==> src/rtl/fxp_divider_if.sv <==
// Handshake and operand/result bundle for fxp_divider.
// The master side issues operands and consumes results.
interface fxp_divider_if #(
   parameter int WIDTH = 32
) ();
   logic             in_valid;
   logic             in_ready;
   logic             is_signed;
   logic [WIDTH-1:0] n;
   logic [WIDTH-1:0] d;
   logic             out_valid;
   logic             out_ready;
   logic [WIDTH-1:0] q;
   logic [WIDTH-1:0] r;
   logic             dbz;
   logic             ovf;

   modport master (
      output in_valid, is_signed, n, d, out_ready,
      input  in_ready, out_valid, q, r, dbz, ovf
   );

   modport slave (
      input  in_valid, is_signed, n, d, out_ready,
      output in_ready, out_valid, q, r, dbz, ovf
   );
endinterface

==> src/rtl/fxp_divider.sv <==
// Iterative fixed-point divider with a valid/ready handshake on both sides.
// It works on magnitudes, retiring BITS_PER_CYCLE restoring-division quotient
// bits per clock. One extra cycle applies the sign, saturation and
// divide-by-zero rules. Latency is fixed at ITER+1 clocks after accept.
module fxp_divider #(
   parameter int WIDTH          = 32,
   parameter int FBITS          = 16,
   parameter int BITS_PER_CYCLE = 1
) (
   input logic          clk,
   input logic          rst,
   fxp_divider_if.slave bus
);
   localparam int          DW   = WIDTH + FBITS;
   localparam int          ITER = (DW + BITS_PER_CYCLE - 1) / BITS_PER_CYCLE;
   localparam int          TOT  = ITER * BITS_PER_CYCLE;
   localparam int          CW   = $clog2(ITER + 1);
   localparam int unsigned BPC  = BITS_PER_CYCLE;

   localparam logic [DW:0]      LIM_N = (DW+1)'(1) << (WIDTH - 1);
   localparam logic [DW:0]      LIM_P = LIM_N - (DW+1)'(1);
   localparam logic [DW:0]      LIM_U = (LIM_N << 1) - (DW+1)'(1);
   localparam logic [WIDTH-1:0] SMAX  = {1'b0, {(WIDTH-1){1'b1}}};
   localparam logic [WIDTH-1:0] SMIN  = {1'b1, {(WIDTH-1){1'b0}}};

   typedef enum logic [1:0] {IDLE, CALC, DONE} state_t;

   state_t           state, state_nx;
   logic             accept, iterate, finish;
   logic [CW-1:0]    cnt;
   logic [WIDTH-1:0] dmag, rem, rem_nx;
   logic [TOT-1:0]   sr, sr_nx;
   logic [DW-1:0]    quo, quo_nx;
   logic [WIDTH:0]   trial;
   logic             rsign, nneg, sgn;
   logic [WIDTH-1:0] nmag_in, dmag_in;
   logic [DW:0]      qx;
   logic [WIDTH-1:0] q_fin, r_fin;
   logic             ovf_fin, dbz_fin;
   logic [WIDTH-1:0] q_r, r_r;
   logic             dbz_r, ovf_r;

   // State register
   always_ff @(posedge clk) begin
      if (rst) state <= IDLE;
      else     state <= state_nx;
   end

   // Next state and handshake outputs. DONE with out_ready behaves like IDLE,
   // so a waiting operand is accepted on the same edge the result retires.
   always_comb begin
      state_nx      = state;
      bus.in_ready  = 1'b0;
      bus.out_valid = 1'b0;
      iterate       = 1'b0;
      finish        = 1'b0;
      case (state)
         IDLE: bus.in_ready = !rst;
         CALC: begin
            if (cnt != '0) begin
               iterate = 1'b1;
            end else begin
               finish   = 1'b1;
               state_nx = DONE;
            end
         end
         DONE: begin
            bus.out_valid = 1'b1;
            bus.in_ready  = !rst && bus.out_ready;
            if (bus.out_ready) state_nx = IDLE;
         end
         default: state_nx = IDLE;
      endcase
      accept = bus.in_valid && bus.in_ready;
      if (accept) state_nx = CALC;
   end

   // Operand magnitudes; the most negative value maps to its exact magnitude
   always_comb begin
      nmag_in = (bus.is_signed && bus.n[WIDTH-1]) ? -bus.n : bus.n;
      dmag_in = (bus.is_signed && bus.d[WIDTH-1]) ? -bus.d : bus.d;
   end

   // One clock of restoring division: BPC shift/compare/subtract steps
   always_comb begin
      rem_nx = rem;
      sr_nx  = sr;
      quo_nx = quo;
      trial  = '0;
      for (int unsigned i = 0; i < BPC; i++) begin
         trial = {rem_nx, sr_nx[TOT-1]};
         sr_nx = sr_nx << 1;
         if (trial >= {1'b0, dmag}) begin
            trial  = trial - {1'b0, dmag};
            quo_nx = {quo_nx[DW-2:0], 1'b1};
         end else begin
            quo_nx = {quo_nx[DW-2:0], 1'b0};
         end
         rem_nx = trial[WIDTH-1:0];
      end
   end

   // Final result: divide-by-zero, then saturation, then signed fix-up
   always_comb begin
      qx      = {1'b0, quo};
      dbz_fin = (dmag == '0);
      ovf_fin = 1'b0;
      q_fin   = rsign ? -quo[WIDTH-1:0] : quo[WIDTH-1:0];
      r_fin   = nneg ? -rem : rem;
      if (dbz_fin) begin
         r_fin = '0;
         q_fin = !sgn ? '1 : (nneg ? SMIN : SMAX);
      end else if (sgn && !rsign && qx > LIM_P) begin
         q_fin   = SMAX;
         r_fin   = '0;
         ovf_fin = 1'b1;
      end else if (sgn && rsign && qx > LIM_N) begin
         q_fin   = SMIN;
         r_fin   = '0;
         ovf_fin = 1'b1;
      end else if (!sgn && qx > LIM_U) begin
         q_fin   = '1;
         r_fin   = '0;
         ovf_fin = 1'b1;
      end
   end

   // Datapath: latch operands on accept, iterate in CALC, register the result
   always_ff @(posedge clk) begin
      if (rst) begin
         cnt   <= '0;
         dmag  <= '0;
         rem   <= '0;
         sr    <= '0;
         quo   <= '0;
         rsign <= 1'b0;
         nneg  <= 1'b0;
         sgn   <= 1'b0;
         q_r   <= '0;
         r_r   <= '0;
         dbz_r <= 1'b0;
         ovf_r <= 1'b0;
      end else if (accept) begin
         dmag  <= dmag_in;
         sr    <= TOT'(nmag_in) << FBITS;
         rem   <= '0;
         quo   <= '0;
         sgn   <= bus.is_signed;
         nneg  <= bus.is_signed & bus.n[WIDTH-1];
         rsign <= bus.is_signed & (bus.n[WIDTH-1] ^ bus.d[WIDTH-1]);
         cnt   <= CW'(ITER);
      end else if (iterate) begin
         rem <= rem_nx;
         sr  <= sr_nx;
         quo <= quo_nx;
         cnt <= cnt - 1'b1;
      end else if (finish) begin
         q_r   <= q_fin;
         r_r   <= r_fin;
         dbz_r <= dbz_fin;
         ovf_r <= ovf_fin;
      end
   end

   assign bus.q   = q_r;
   assign bus.r   = r_r;
   assign bus.dbz = dbz_r;
   assign bus.ovf = ovf_r;
endmodule

==> src/flat_wrapper.sv <==
// flat-port wrapper written by rule: the top's interface ports become plain ports
module fxp_divider_flat 
#(
   parameter int WIDTH          = 32,
   parameter int FBITS          = 16,
   parameter int BITS_PER_CYCLE = 1
)
  (clk, rst, bus_in_valid, bus_is_signed, bus_n, bus_d, bus_out_ready, bus_in_ready, bus_out_valid, bus_q, bus_r, bus_dbz, bus_ovf);
  fxp_divider_if #(.WIDTH(WIDTH)) bus_i ();
  input logic clk;
  input logic rst;
  input wire logic [$bits(bus_i.in_valid)-1:0] bus_in_valid;
  input wire logic [$bits(bus_i.is_signed)-1:0] bus_is_signed;
  input wire logic [$bits(bus_i.n)-1:0] bus_n;
  input wire logic [$bits(bus_i.d)-1:0] bus_d;
  input wire logic [$bits(bus_i.out_ready)-1:0] bus_out_ready;
  output wire logic [$bits(bus_i.in_ready)-1:0] bus_in_ready;
  output wire logic [$bits(bus_i.out_valid)-1:0] bus_out_valid;
  output wire logic [$bits(bus_i.q)-1:0] bus_q;
  output wire logic [$bits(bus_i.r)-1:0] bus_r;
  output wire logic [$bits(bus_i.dbz)-1:0] bus_dbz;
  output wire logic [$bits(bus_i.ovf)-1:0] bus_ovf;
  assign bus_i.in_valid = bus_in_valid;
  assign bus_i.is_signed = bus_is_signed;
  assign bus_i.n = bus_n;
  assign bus_i.d = bus_d;
  assign bus_i.out_ready = bus_out_ready;
  assign bus_in_ready = bus_i.in_ready;
  assign bus_out_valid = bus_i.out_valid;
  assign bus_q = bus_i.q;
  assign bus_r = bus_i.r;
  assign bus_dbz = bus_i.dbz;
  assign bus_ovf = bus_i.ovf;
  fxp_divider #(.WIDTH(WIDTH), .FBITS(FBITS), .BITS_PER_CYCLE(BITS_PER_CYCLE)) u_core (.clk(clk), .rst(rst), .bus(bus_i));
endmodule
==> config.mk <==
export PLATFORM = sky130hd
export DESIGN_NAME = fxp_divider_flat
export DESIGN_NICKNAME = d
export VERILOG_FILES = /design/src/rtl/fxp_divider_if.sv /design/src/rtl/fxp_divider.sv /design/src/flat_wrapper.sv
export SDC_FILE = /design/constraint.sdc
export NUM_CORES = 1
export LEC_CHECK = 0
export BUFFER_PORTS_ARGS = -buffer_cell sky130_fd_sc_hd__buf_2
export CAP_MARGIN = 10
export CORE_MARGIN = 4
export CORE_UTILIZATION = 60
export CTS_CLUSTER_DIAMETER = 30
export CTS_CLUSTER_SIZE = 30
export DETAILED_ROUTE_END_ITERATION = 12
export GPL_TIMING_DRIVEN = 0
export HOLD_SLACK_MARGIN = 0.12
export PLACE_DENSITY = 0.82
export SYNTH_ARGS = -nofsm -noshare
export SYNTH_HDL_FRONTEND = slang
export SYNTH_SLANG_ARGS = --single-unit
==> constraint.sdc <==
create_clock -name clk -period 6.57 [get_ports clk]
set_clock_uncertainty 0.05 [all_clocks]
set_input_delay 1.314 -clock clk [delete_from_list [all_inputs] [get_ports clk]]
set_output_delay 1.314 -clock clk [all_outputs]
set_load 0.01 [all_outputs]
# Word level (Yosys, flattened, before mapping)
# Index checks and enable logic that the tools add are counted.
[classes]
reduce_logical = 20
addsub = 6
n_mux = 34
n_bitwise = 6
n_eq_ne = 7
order_cmp = 4
[ops]
columns = ["cell", "count"]
rows = [
  ["$mux W32", 15],
  ["$neg A32 Y32", 4],
  ["$gt A48 B32 Y1 const B", 2],
  ["$mux W48", 2],
  ["$gt A48 B31 Y1 const B", 1],
  ["$ge A33 B32 Y1", 1],
  ["$logic_not A32 Y1", 1],
  ["$sub A32 B32 Y32", 1],
  ["$mux W6", 2],
  ["$mux W1", 11],
  ["$logic_and A1 B1 Y1", 9],
  ["$reduce_and A3 Y1", 3],
  ["$ne A3 B2 Y1 const B", 2],
  ["$pmux W2 S3", 1],
  ["$reduce_bool A6 Y1", 1],
  ["$sub A6 B1 Y6 const B", 1],
  ["$mux W2", 2],
  ["$ne A2 B2 Y1 const B", 2],
  ["$logic_not A1 Y1", 3],
  ["$not A1 Y1", 3],
  ["$and A1 B1 Y1", 2],
  ["$eq A2 B1 Y1 const B", 1],
  ["$eq A2 B2 Y1 const B", 1],
  ["$logic_not A2 Y1", 1],
  ["5 further kinds", 5],
]
[totals]
word_cells = 92
reg_bits = 221
in_bits = 69
output_inout_bits = 68

# Longest topological paths before layout
[depth]
depth_word = 6
ltp_mapped = 14
mapped_depth_nobuf = 11

# Worst setup path after synthesis
# Ideal clock, no wire load.
[synth_timing]
path_kind = "input to register"
startpoint = "in bus_d[4]"
endpoint = "reg u_core.dmag[28]"
t_required_ps = 6388
setup_time_ps = 132
stages = 8
path_slack_ps = 3153
t_arrival_ps = 3235
n_path_buf = 0
path_cell_list = "or3_4 > and4bb_4 > and3_4 > nand3b_1 > or4_4 > o31ai_4 > xor2_1 > o22ai_1"
[synth_between]
elab_chain_cells = 2
[synth_rtl]
columns = ["element", "line_no", "source"]
rows = [
  ["start, declared", "flat_wrapper.sv:15", "input wire logic [$bits(bus_i.d)-1:0] bus_d;"],
  ["$neg A32 Y32", "fxp_divider.sv:81", "dmag_in = (bus.is_signed && bus.d[WIDTH-1]) ? -bus.d : bus.d;"],
  ["$mux W32", "fxp_divider.sv:81", ""],
  ["end signal, assigned", "fxp_divider.sv:144", "dmag <= dmag_in;"],
  ["end, declared", "fxp_divider.sv:31", "logic [WIDTH-1:0] dmag, rem, rem_nx;"],
]
# Every way passes these cells.
# A chain may end at the register's enable or synchronous reset.

# Worst setup path in the final report
[layout_timing]
startpoint = "in rst"
endpoint = "out bus_in_ready"
[layout_between]
elab_chain_cells = 3
[layout_rtl]
columns = ["element", "line_no", "source"]
rows = [
  ["start, declared", "flat_wrapper.sv:11", "input logic rst;"],
  ["$logic_not A1 Y1 (*)", "fxp_divider.sv:58, fxp_divider.sv:69", ""],
  ["$logic_and A1 B1 Y1", "fxp_divider.sv:69", "bus.in_ready = !rst && bus.out_ready;"],
  ["$pmux W1 S2 (*)", "fxp_divider.sv:57", "case (state)"],
  ["end, declared", "flat_wrapper.sv:17", "output wire logic [$bits(bus_i.in_ready)-1:0] bus_in_ready;"],
]
# Every way passes the cells marked *; elsewhere a longest branch is shown, timed or not.

==> impl_metrics.yaml <==
outcome:
  status: "finished, final reports clean"
pwr:
  vdd_ir_drop_max_mv: 0.211
  p_leak_uw: 0.00621
  totalPowerFinal_uw: 4410
  power_density_mw_per_mm2: 284
logic_synthesis:
  netlist_instances: 1720
  yosysWarnings: 0
  yosys-top-cells-count: "nand2_1 (315), dfxtp_1 (221), a21oi_1 (185)"
  yosys.area.top_type_share_pct: 33.5
  avgSynthCellArea_um2: 7.67
  ys_ff_latch: 221
  syn-cell-area_mm2: 0.0132
  synth_top_cell_by_area: "dfxtp_1"
  seq_area_frac_synth_pct: 33.5
  synth.area.top_cells: "dfxtp_1 (34%), nand2_1 (9.0%), a21oi_1 (7.0%)"
  synth_edf_count: 0
  synth.most_common_cell: "nand2_1"
  synth_ff_type: "dfxtp_1"
  synth_fp_nets: 1827
  synthDistinctLibCells: 86
  async_reset_ff_share_pct: 0
global_routing:
  grt_pass1_wl_mm: 60.6
  grt_usage_pct: 29.7
  antenna_found_initial: 0
  grt_pass1_vias: 12300
  grt_max_degree: 13
  grt-ovfl-total: 0
drt:
  vias_per_cell: 5.99
  drt_iter0_markers: 942
  drt_wl_total_mm: 37.7
  first_pass_iters: 5
  wire_per_inst_um: 17.1
  remaining_drc_errors: 0
  vias: 13200
  antenna_left: 0
job:
  drv_cap: 0
cts:
  ctsRootBufferMaster: "clkbuf_16"
  cts_tree: "done"
  cts-resized-gates: 0
  clock_latency_ps: 540
  cts.sink_count: 221
  cts_buffer_depth: 3
  cts_htree_levels: 2
  cts_setup_buffers: 0
  path_clk_slew_ps: 60
  cts_made_buffers: 39
  cts_hold_buffers: 0
sta:
  fin_crit_ps: 4000
  max_freq_mhz: 250
  rsz0062_at_grt: "no"
  slew_headroom_pct: 42.8
  tightest_slew_ps: 855
  setup_violations: 0
  finalCritPeriodShare_pct: 61.0
  setup_tns_ps: 0
  hold_violations: 0
  final_max_slew_viol_count: 0
floorplanning:
  die_area_mm2: 0.0244
  core-area_mm2: 0.0218
  start_util_pct: 60.7
  die_h_um: 156
  pin_count: 137
  placementRows: 54
  chipWidth_um: 156
hold_path:
  min_path_type: "flop to flop"
  hold_start: "u_core.bus.q[27]$_SDFFE_PP0P_"
placement:
  port_buffers: 134
  gp_congestion: 0.965
  dp.final_hpwl_mm: 28.1
setup_path:
  path_max_fanout: 10
  r2r_slack_ps: 3160
  path_class: "primary input to output port"
  worst_ep_required_time_ps: 5210
  worstPathArrival_ps: 2640
  reg2reg_from: "u_core.rem[20]$_SDFFE_PP0P_"
  crit_path_start_kind: "primary input"
  worstSetupStartpoint: "rst"
  cp-end-kind: "output port"
layout:
  drive_gt1_share_pct: 13.6
  layout.nets: 2003
  syn2layout_area_growth_pct: 17.9
  diodes: 0
## state kept, by name (all words and copies together), names as in the netlist, 2 cells and up
register	count
u_core.bus.r	32
u_core.bus.q	32
u_core.state	2
u_core.sr	32
u_core.rem	32
u_core.cnt	6
u_core.quo	48
u_core.dmag	32
## routing by layer
metal | track usage, % | share of wire (%) | up-vias
met1 | 41.4 | 45 | 6192
met4 | 9.21 | 2.6 | 0
met3 | 5.06 | 8.2 | 75
met5 | 0 | 0 | -
li1 | - | - | 6457
met2 | 47.1 | 44 | 501
## critical path, stage by stage
cell and delay [ps]:
clkbuf_1 320, a211oi_1 750, buf_2 260
## through the flow
step                      area, um^2  utilization (%)  hold slack (ps)  worst slack [ps]  instances
after global routing           15600             71.5              407              2500       2207
after detailed placement       14200             65.4              380              2540       2135
after floorplan                13200                -              386              3150       1720
after CTS                      15600             71.5              388              2600       2207
final                          15600             71.5              387              2570       2207
after global placement         14200             65.4              377              2580       2134
## cell usage in the layout, fill, tap and decap left out, drive strengths merged, types with 7 or more instances in the layout
master,Yosys,layout
or3,39,39
o21ai,169,169
o21a,7,7
nor3,19,19
or4,17,17
and2,7,7
nand2b,11,11
mux2i,27,27
nand2,315,315
o31ai,34,34
buf,22,157
and3,7,7
xor2,87,87
nand3,25,25
clkbuf,88,132
inv,57,64
nand4,15,15
dfxtp,221,221
a211oi,11,11
nand3b,7,7
nor4,29,29
nor2,89,89
ha,37,37
nor2b,13,13
a21oi,188,188
a21o,16,16
a311oi,31,31
o41ai,15,15
a31oi,11,11
xnor2,58,58
clkinv,0,8
clkinvlp,0,11
## report_power, final
group,internal (uW),switching [uW],leakage (uW),total (uW)
Combinational,368,596,0.00380,964
Sequential,1400,50.2,0.00179,1450
Clock,1240,756,0.000616,2000
Total,3010,1400,0.00621,4410
## cell families after synthesis
kind of cell               share of synthesized area [%]
DFF                                                 33.5
AOI/OAI and AO/OA                                   23.8
adders and majority gates                           3.66
and+or+nand+nor                                     22.0
xor gates and xnor gates                            9.62
muxes                                               2.33
buffers and inverters                               5.01
## cell type report
type                    instances  area, um^2
plain buffers                 110         448
repair buffers                135         676
inverters                      57         214
fillers                      1795        6200
multi-input cells            1332        8110
clock buffers                  44        1030
clock inverters                28         298
well taps                     280         350
flip-flops and latches        221        4420
## final timing paths
path / endpoint / depth (start not counted)
worst min-delay path: u_core.bus.q[27]$_SDFFE_PP0P_ / 2
worst max-delay path: bus_in_ready / 3
worst min register to register: u_core.bus.q[27]$_SDFFE_PP0P_ / 2
worst max register to register: u_core.rem[15]$_SDFFE_PP0P_ / 11
No activity file was read; power rests on OpenSTA's default activity.
